## config.mk

```make
export PLATFORM = sky130hd
export DESIGN_NAME = collision_event_manager
export DESIGN_NICKNAME = d
export VERILOG_FILES = /design/src/rtl/collision_event_manager.sv
export SDC_FILE = /design/constraint.sdc
export NUM_CORES = 1
export LEC_CHECK = 0
export ABC_AREA = 1
export BUFFER_PORTS_ARGS = -buffer_cell sky130_fd_sc_hd__buf_4
export CAP_MARGIN = 40
export CORE_MARGIN = 5
export CORE_UTILIZATION = 40
export CTS_BUF_LIST = sky130_fd_sc_hd__clkbuf_16
export CTS_CLUSTER_DIAMETER = 40
export DETAILED_ROUTE_END_ITERATION = 10
export GPL_TIMING_DRIVEN = 0
export HOLD_SLACK_MARGIN = 0.12
export PLACE_DENSITY = 0.61
export SYNTH_ARGS = -nofsm -noshare
export SYNTH_HDL_FRONTEND = slang
export SYNTH_SLANG_ARGS = --single-unit
```

## constraint.sdc

```tcl
create_clock -name clk -period 1.33 [get_ports clk]
set_input_delay 0.0665 -clock clk [delete_from_list [all_inputs] [get_ports clk]]
set_output_delay 0.0665 -clock clk [all_outputs]
set_load 0.02 [all_outputs]
```

## src/rtl/collision_event_manager.sv

```systemverilog
// collision_event_manager
// Collects per-pixel projectile/banana/ship collision strobes over a frame and
// turns them into single registered event pulses at the next frame boundary.
// Also owns the lives counter, the post-hit invulnerability window and the
// IDLE / PLAY / INVULN / GAME_OVER state machine.
module collision_event_manager #(
  parameter int LIVES_INIT    = 3,
  parameter int INVULN_FRAMES = 30
) (
  input  logic       clk,
  input  logic       reset,
  input  logic       startOfFrame,
  input  logic       game_start,
  input  logic       collision,
  input  logic       collisionBanana,
  input  logic       drawing_request_spaceship,
  input  logic       drawing_request_banana,
  output logic       projectile_done,
  output logic       banana_done,
  output logic       ship_hit,
  output logic [2:0] lives,
  output logic       invulnerable,
  output logic       game_over,
  output logic       playing
);

  localparam logic [2:0] LIVES_LOAD = 3'(LIVES_INIT);
  localparam logic [7:0] INV_LOAD   = 8'(INVULN_FRAMES);

  typedef enum logic [1:0] {
    IDLE      = 2'd0,
    PLAY      = 2'd1,
    INVULN    = 2'd2,
    GAME_OVER = 2'd3
  } state_t;

  state_t     state_q, state_d;
  logic [2:0] lives_q, lives_d;
  logic [7:0] inv_cnt_q, inv_cnt_d;
  logic       proj_seen_q, proj_seen_d;
  logic       ban_seen_q, ban_seen_d;
  logic       ship_seen_q, ship_seen_d;
  logic       projectile_done_q, projectile_done_d;
  logic       banana_done_q, banana_done_d;
  logic       ship_hit_q, ship_hit_d;

  logic       ship_px;

  assign ship_px = drawing_request_spaceship & drawing_request_banana;

  // Next-state, frame latches, lives/invulnerability bookkeeping and pulses
  always_comb begin
    state_d           = state_q;
    lives_d           = lives_q;
    inv_cnt_d         = inv_cnt_q;
    projectile_done_d = 1'b0;
    banana_done_d     = 1'b0;
    ship_hit_d        = 1'b0;

    // A frame boundary closes the old frame; that cycle's strobes open the new one
    if (startOfFrame) begin
      proj_seen_d = collision;
      ban_seen_d  = collisionBanana;
      ship_seen_d = ship_px;
    end else begin
      proj_seen_d = proj_seen_q | collision;
      ban_seen_d  = ban_seen_q  | collisionBanana;
      ship_seen_d = ship_seen_q | ship_px;
    end

    case (state_q)
      IDLE, GAME_OVER: begin
        if (game_start) begin
          state_d     = PLAY;
          lives_d     = LIVES_LOAD;
          // Discard anything collected before the game began
          proj_seen_d = collision;
          ban_seen_d  = collisionBanana;
          ship_seen_d = ship_px;
        end
      end
      PLAY: begin
        if (startOfFrame) begin
          projectile_done_d = proj_seen_q;
          banana_done_d     = ban_seen_q;
          if (ship_seen_q && (lives_q != 3'd0)) begin
            ship_hit_d = 1'b1;
            lives_d    = lives_q - 3'd1;
            if (lives_q == 3'd1) begin
              state_d = GAME_OVER;
            end else begin
              state_d   = INVULN;
              inv_cnt_d = INV_LOAD;
            end
          end
        end
      end
      INVULN: begin
        if (startOfFrame) begin
          projectile_done_d = proj_seen_q;
          banana_done_d     = ban_seen_q;
          // Ship overlaps are ignored while the window is open
          if (inv_cnt_q <= 8'd1) begin
            inv_cnt_d = 8'd0;
            state_d   = PLAY;
          end else begin
            inv_cnt_d = inv_cnt_q - 8'd1;
          end
        end
      end
      default: state_d = IDLE;
    endcase
  end

  // State and output registers with asynchronous reset
  always_ff @(posedge clk or posedge reset) begin
    if (reset) begin
      state_q           <= IDLE;
      lives_q           <= 3'd0;
      inv_cnt_q         <= 8'd0;
      proj_seen_q       <= 1'b0;
      ban_seen_q        <= 1'b0;
      ship_seen_q       <= 1'b0;
      projectile_done_q <= 1'b0;
      banana_done_q     <= 1'b0;
      ship_hit_q        <= 1'b0;
    end else begin
      state_q           <= state_d;
      lives_q           <= lives_d;
      inv_cnt_q         <= inv_cnt_d;
      proj_seen_q       <= proj_seen_d;
      ban_seen_q        <= ban_seen_d;
      ship_seen_q       <= ship_seen_d;
      projectile_done_q <= projectile_done_d;
      banana_done_q     <= banana_done_d;
      ship_hit_q        <= ship_hit_d;
    end
  end

  assign projectile_done = projectile_done_q;
  assign banana_done     = banana_done_q;
  assign ship_hit        = ship_hit_q;
  assign lives           = lives_q;
  assign invulnerable    = (state_q == INVULN);
  assign game_over       = (state_q == GAME_OVER);
  assign playing         = (state_q == PLAY) || (state_q == INVULN);

endmodule

```

Yosys cells after proc, flatten, opt, wreduce, memory -nomap -nowiden:

Cells that the tools add are included.

* bitwise operators: 4
* $add $sub $neg: 2
* multiply operators: 0
* equal/unequal tests: 10
* magnitude comparators: 1
* mux-type cells: 33
* shifts and indexed selects: 0
* reduce and logical (&&, ||, !) cells: 11
* divide/modulo/power cells: 0

Operator list (count)
* $mux W8: 5
* $mux W1: 17
* $pmux W8 S2: 1
* $mux W2: 5
* $ne A2 B2 Y1 const B: 5
* $reduce_and A5 Y1: 2
* $mux W3: 3
* $le A8 B1 Y1 const B: 1
* $sub A8 B1 Y8 const B: 1
* $pmux W2 S3: 1
* $pmux W3 S2: 1
* $eq A2 B2 Y1 const B: 2
* $reduce_and A4 Y1: 1
* $reduce_bool A2 Y1: 2
* $reduce_or A2 Y1: 2
* $eq A3 B1 Y1 const B: 1
* $or A1 B1 Y1: 3
* $reduce_bool A3 Y1: 1
* $sub A3 B1 Y3 const B: 1
* $eq A2 B1 Y1 const B: 1
* $logic_not A2 Y1: 1
* $ne A2 B1 Y1 const B: 1
* $and A1 B1 Y1: 1
* $logic_and A1 B1 Y1: 1
* $logic_or A1 B1 Y1: 1

* memory bits (read-only): 0
* flip-flop bits (word level): 19
* memories kept: 0
* memory bits (writable): 0
* word-level logic and storage cells: 70
* output and inout bits: 9
* input port bits: 8
* bits in latches: 0

Logic depth before layout (Yosys ltp):

* word-level depth: 5
* gate-level depth with buffers: 11
* depth with buffers taken out: 10

Least setup slack after synthesis:

OpenSTA, ideal clock, no wires.

* path kind: flip-flop to flip-flop
* start point: register state_q[0]
* end point: register inv_cnt_q[6]
* clock period less this slack: 1538 ps
* library setup time: 114 ps
* path slack: -208 ps
* path buffers: 0
* arrival: 1424 ps
* stages on the path, launching flop included: 10
* cells stage by stage: dfrtp_1 inv_1 ha_1 inv_2 nand2_4 nand3_2 nor2_4 nand2_2 nand2_1 nor2_1

* longest elaborated chain between the ends: 3
* elaborated cells between the ends (all ways): 9
* those cells by class: eq/ne: 6; mux: 1; reduce/logical: 2

RTL lines
* start, declared: RTL line 37 `state_t state_q, state_d;`
* start signal, assigned: RTL line 128 `state_q <= state_d;`
* $eq A2 B2 Y1 *
* named net invulnerable: RTL line 22 `output logic invulnerable,`
* $ne A2 B2 Y1 (no line) or $reduce_bool A2 Y1 (tied branches)
* $reduce_and A5 Y1 (no line)
* end signal, assigned: RTL line 130 `inv_cnt_q <= inv_cnt_d;`
* end, declared: RTL line 39 `logic [7:0] inv_cnt_q, inv_cnt_d;`

The timed path passes the listed nets; every way through them passes the cells marked *.
A chain may end at the register's enable or synchronous reset.

Final worst setup path:

* start point: register state_q[0]
* end point: register inv_cnt_q[3]

* longest elaborated chain between the ends: 3
* elaborated cells between the ends (all ways): 9
* those cells by class: eq/ne: 6; mux: 1; reduce/logical: 2

RTL lines
* $eq A2 B1 Y1 or $eq A2 B2 Y1 (tied branches): RTL line 71 `case (state_q)`
* $ne A2 B2 Y1 (no line) or $reduce_bool A2 Y1 (tied branches)
* $reduce_and A5 Y1 (no line)

Parallel ways exist; a longest one is shown, timed or not.

==> qor.txt <==
================================================================================
Met3 routing resource usage after global routing                         0.03571
Effective utilization at floorplan                                        0.4156
Chip Width                                                              66.32 um
Antenna diode count                                                            0
Synth Warn #                                                                   0
Critical path, cell by cell                                         ha_2 -> buf_6 -> buf_4 -> nand2_8 -> inv_2 -> nor2_4 -> buf_12 -> nor2_1 -> a21oi_2
Final setup violating endpoints                                               13
Count of different cell masters after synthesis                               28
Vias in the first global route                                              1211
Net total in the final layout                                                212
Maximum clock path buffer count                                                2
CP startpoint kind                                                     flip-flop
Max-slew headroom                                                         0.4971
Fraction of met2 tracks used by global routing                            0.2652
Classification of the worst-slack hold path                            in -> reg
First-pass GRT wire length                                               4981 um
Crit path max-delay cell type                                            dfrtp_1
Seq/Total Area, Yosys                                                     0.3748
Final routed DRC violation total                                               0
Iteration-0 DRC Markers                                                       46
Number of synthesized register bits                                           19
Hold Slack                                                              190.7 ps
Least setup slack across all paths after layout                        -157.4 ps
Final ANT Viol Nets                                                            0
Total global routing track utilization                                    0.1475
CTS tree                                                                    done
CTS buffer count                                                               3
Placed standard-cell area                                             1469 sq um
Period minus WS final                                                    1487 ps
Actual transition at the worst max-transition pin                       753.6 ps
H-tree levels                                                                  1
Share of the synthesized area in the top cell type                        0.3748
Critical Path Sink Type                                                flip-flop
Max-slew violation total from the final report                                 0
I/O pins                                                                      17
Initial antenna violation count                                                0
Pin count of the biggest net entering global routing                          20
Failing checks                                                      negative setup slack
Ratio of total power to cell area                                   2240 nW/um^2
Core Box Area                                                         3053 sq um
Most area-hungry cell type in the Yosys netlist                          dfrtp_1
Number of standard-cell rows in the floorplan                                 20
Number of buffer cells added on primary ports                                 16
Synthesis-to-layout area growth                                           44.38%
Worst path arrival time                                                  1670 ps
Post-Syn Instances                                                           153
Setup repair after global routing missed its margin                         true
Mapped Nets                                                                  169
Number of max-cap violations                                                   0
Met1 global-route usage                                                   0.1637
Period utilization                                                         1.118
HPWL after DPL                                                           1931 um
Most congested layer reported by global routing                             met2
Final number of hold-violating endpoints                                       0
GRT overflow                                                                   0
Synthesized area divided by synthesized cell count                   8.292 sq um
CP Data Required Time                                                    1510 ps
Skew-Pair Late Insertion Delay                                            250 ps
Area used by multi-input combinational logic                         755.7 sq um
Global placer's final weighted congestion                                 0.8417
Final WL                                                                 2792 um
Worst vdd ir                                                             1437 uV
Classification of the worst setup path                                reg -> reg
Clock-pin transition on the worst setup and hold timing paths              50 ps
Via count                                                                   1108
Top area cells in the synthesized netlist                           dfrtp_1 37%, nand2_1 9.2%, ha_1 7.9%
Fraction of final layout cells with drive strength greater than 1         0.4103
Sequential cell area in the final layout                             478.0 sq um
Clock sink total                                                              19
Post-synthesis cell area                                              1269 sq um
Worst Path Max Fanout                                                          7
Result of the run                                                   finished, violations left
Detail-routed net length per standard cell                              11.68 um
Fill count                                                                   278
Vias per inst                                                              4.636
Area of all placed cells without fillers                              1832 sq um
First-pass DRT Iterations                                                      4
Height of the die                                                       66.32 um
Delay contributed by the slowest stage of the critical path               420 ps
Clock root buffer master                                               clkbuf_16
Fin Clk Skew                                                            1.846 ps
Leak Pwr                                                            0.0008741 uW
Full die area                                                         4398 sq um
Highest clock frequency the design can meet                           0.6723 GHz
================================================================================
[final timing paths]
check	from	endpoint	slack (ps)	cells past startpoint
hold / removal	game_start	proj_seen_q	190	3
min in group asynchronous	reset	ship_hit	510	3
hold reg to reg	proj_seen_q	projectile_done	510	2
setup reg to reg	state_q[0]	inv_cnt_q[3]	-160	9
max in group asynchronous	reset	lives[1]	300	3
setup / recovery	state_q[0]	inv_cnt_q[3]	-160	9
[kinds of logic after synthesis]
family          count (synthesis)  share of synthesized area
xor+xnor                        2                    0.01381
simple gates                   81                     0.3442
buf+inv                        28                    0.09960
compound gates                 15                    0.08876
fa+ha+maj                       8                    0.07890
flops                          19                     0.3748
[registers in the layout, summed over array words and instances (netlist names)]
name and cells:
inv_cnt_q 8, lives 3, state_q 2, ban_seen_q 1
banana_done 1, proj_seen_q 1, projectile_done 1, ship_hit 1
ship_seen_q 1
[metrics by stage]
step                  util  setup WS, ps  TNS, ps  total power (uW)  instances
CTS                 0.5656        -156.8    -1459              3778        232
floorplan                -        -74.60   -647.0              2345        153
detailed placement  0.4811        -229.0    -2277              2787        213
global route        0.6000        -240.6    -2626              4430        239
finish              0.6000        -157.4    -1608              4104        239
global placement    0.4811        -195.1    -1965              2741        213
[cells in the mapped netlist (all sizes together)]
cell / number
nand2: 39
nand4: 6
nand3: 11
buf: 2
o21ai: 7
a32o: 1
o31ai: 1
a31o: 2
nor2: 24
o211ai: 1
dfrtp: 19
inv: 26
nor3: 1
xor2: 2
a21oi: 3
ha: 8
[routing by layer]
layer | vias to the layer above | part of all wire | routed length [um]
li1 | 570 | - | -
met1 | 517 | 0.43 | 1204
met2 | 16 | 0.51 | 1436
met3 | 5 | 0.037 | 103
met4 | 0 | 0.017 | 47
met5 | - | 0 | 0
[power by group]
group	internal [uW]	leakage, uW	switching, uW
Combinational	1230	0.000605	1380
Sequential	737	0.000227	130
Clock	400	0.0000423	221
Total	2370	0.000874	1730
[cells in the final DEF, fill, tap and decap left out, types with 2 or more instances in the layout]
master | Yosys | final
dlygate4sd3_1 | 0 | 6
nand2_4 | 5 | 5
a31o_2 | 2 | 2
nor2_1 | 19 | 19
nand2_2 | 3 | 3
nand3_2 | 3 | 3
dfrtp_2 | 0 | 2
ha_4 | 0 | 2
nand3_1 | 8 | 7
dfrtp_1 | 19 | 17
ha_1 | 8 | 4
buf_6 | 1 | 3
nand2_1 | 31 | 30
a21oi_2 | 3 | 3
o21ai_1 | 3 | 5
buf_4 | 0 | 28
inv_2 | 4 | 10
clkbuf_16 | 0 | 4
inv_1 | 21 | 16
nor2_4 | 2 | 3
xor2_1 | 2 | 2
nand4_1 | 5 | 5
ha_2 | 0 | 2
[worst max-delay path, delay by kind of cell, from the launching register on]
family,cells,cell delay (ps)
buf+inv,4,440
flops,1,420
simple gates,3,230
fa+ha+maj,1,200
compound gates,1,100
[cell type report]
type | instances | area share
buffer | 2 | 0.01434
inverter | 26 | 0.05464
sequential | 19 | 0.2609
clock buffer | 3 | 0.04098
timing repair buffer | 38 | 0.1844
clock inverter | 1 | 0.002049
multi-input combinational | 106 | 0.4126
tap | 44 | 0.03005
[timing repair]
action                                  in CTS  in global routing
setup buffers                                9                  6
hold buffers                                 6                  0
gates resized for setup                     10                 11
gates cloned                                 0                  1
hold endpoints to repair                    24                  0
pin swaps                                    7                  6
endpoints found under the setup margin      14                 18
Power figures use the tool's default switching activity.
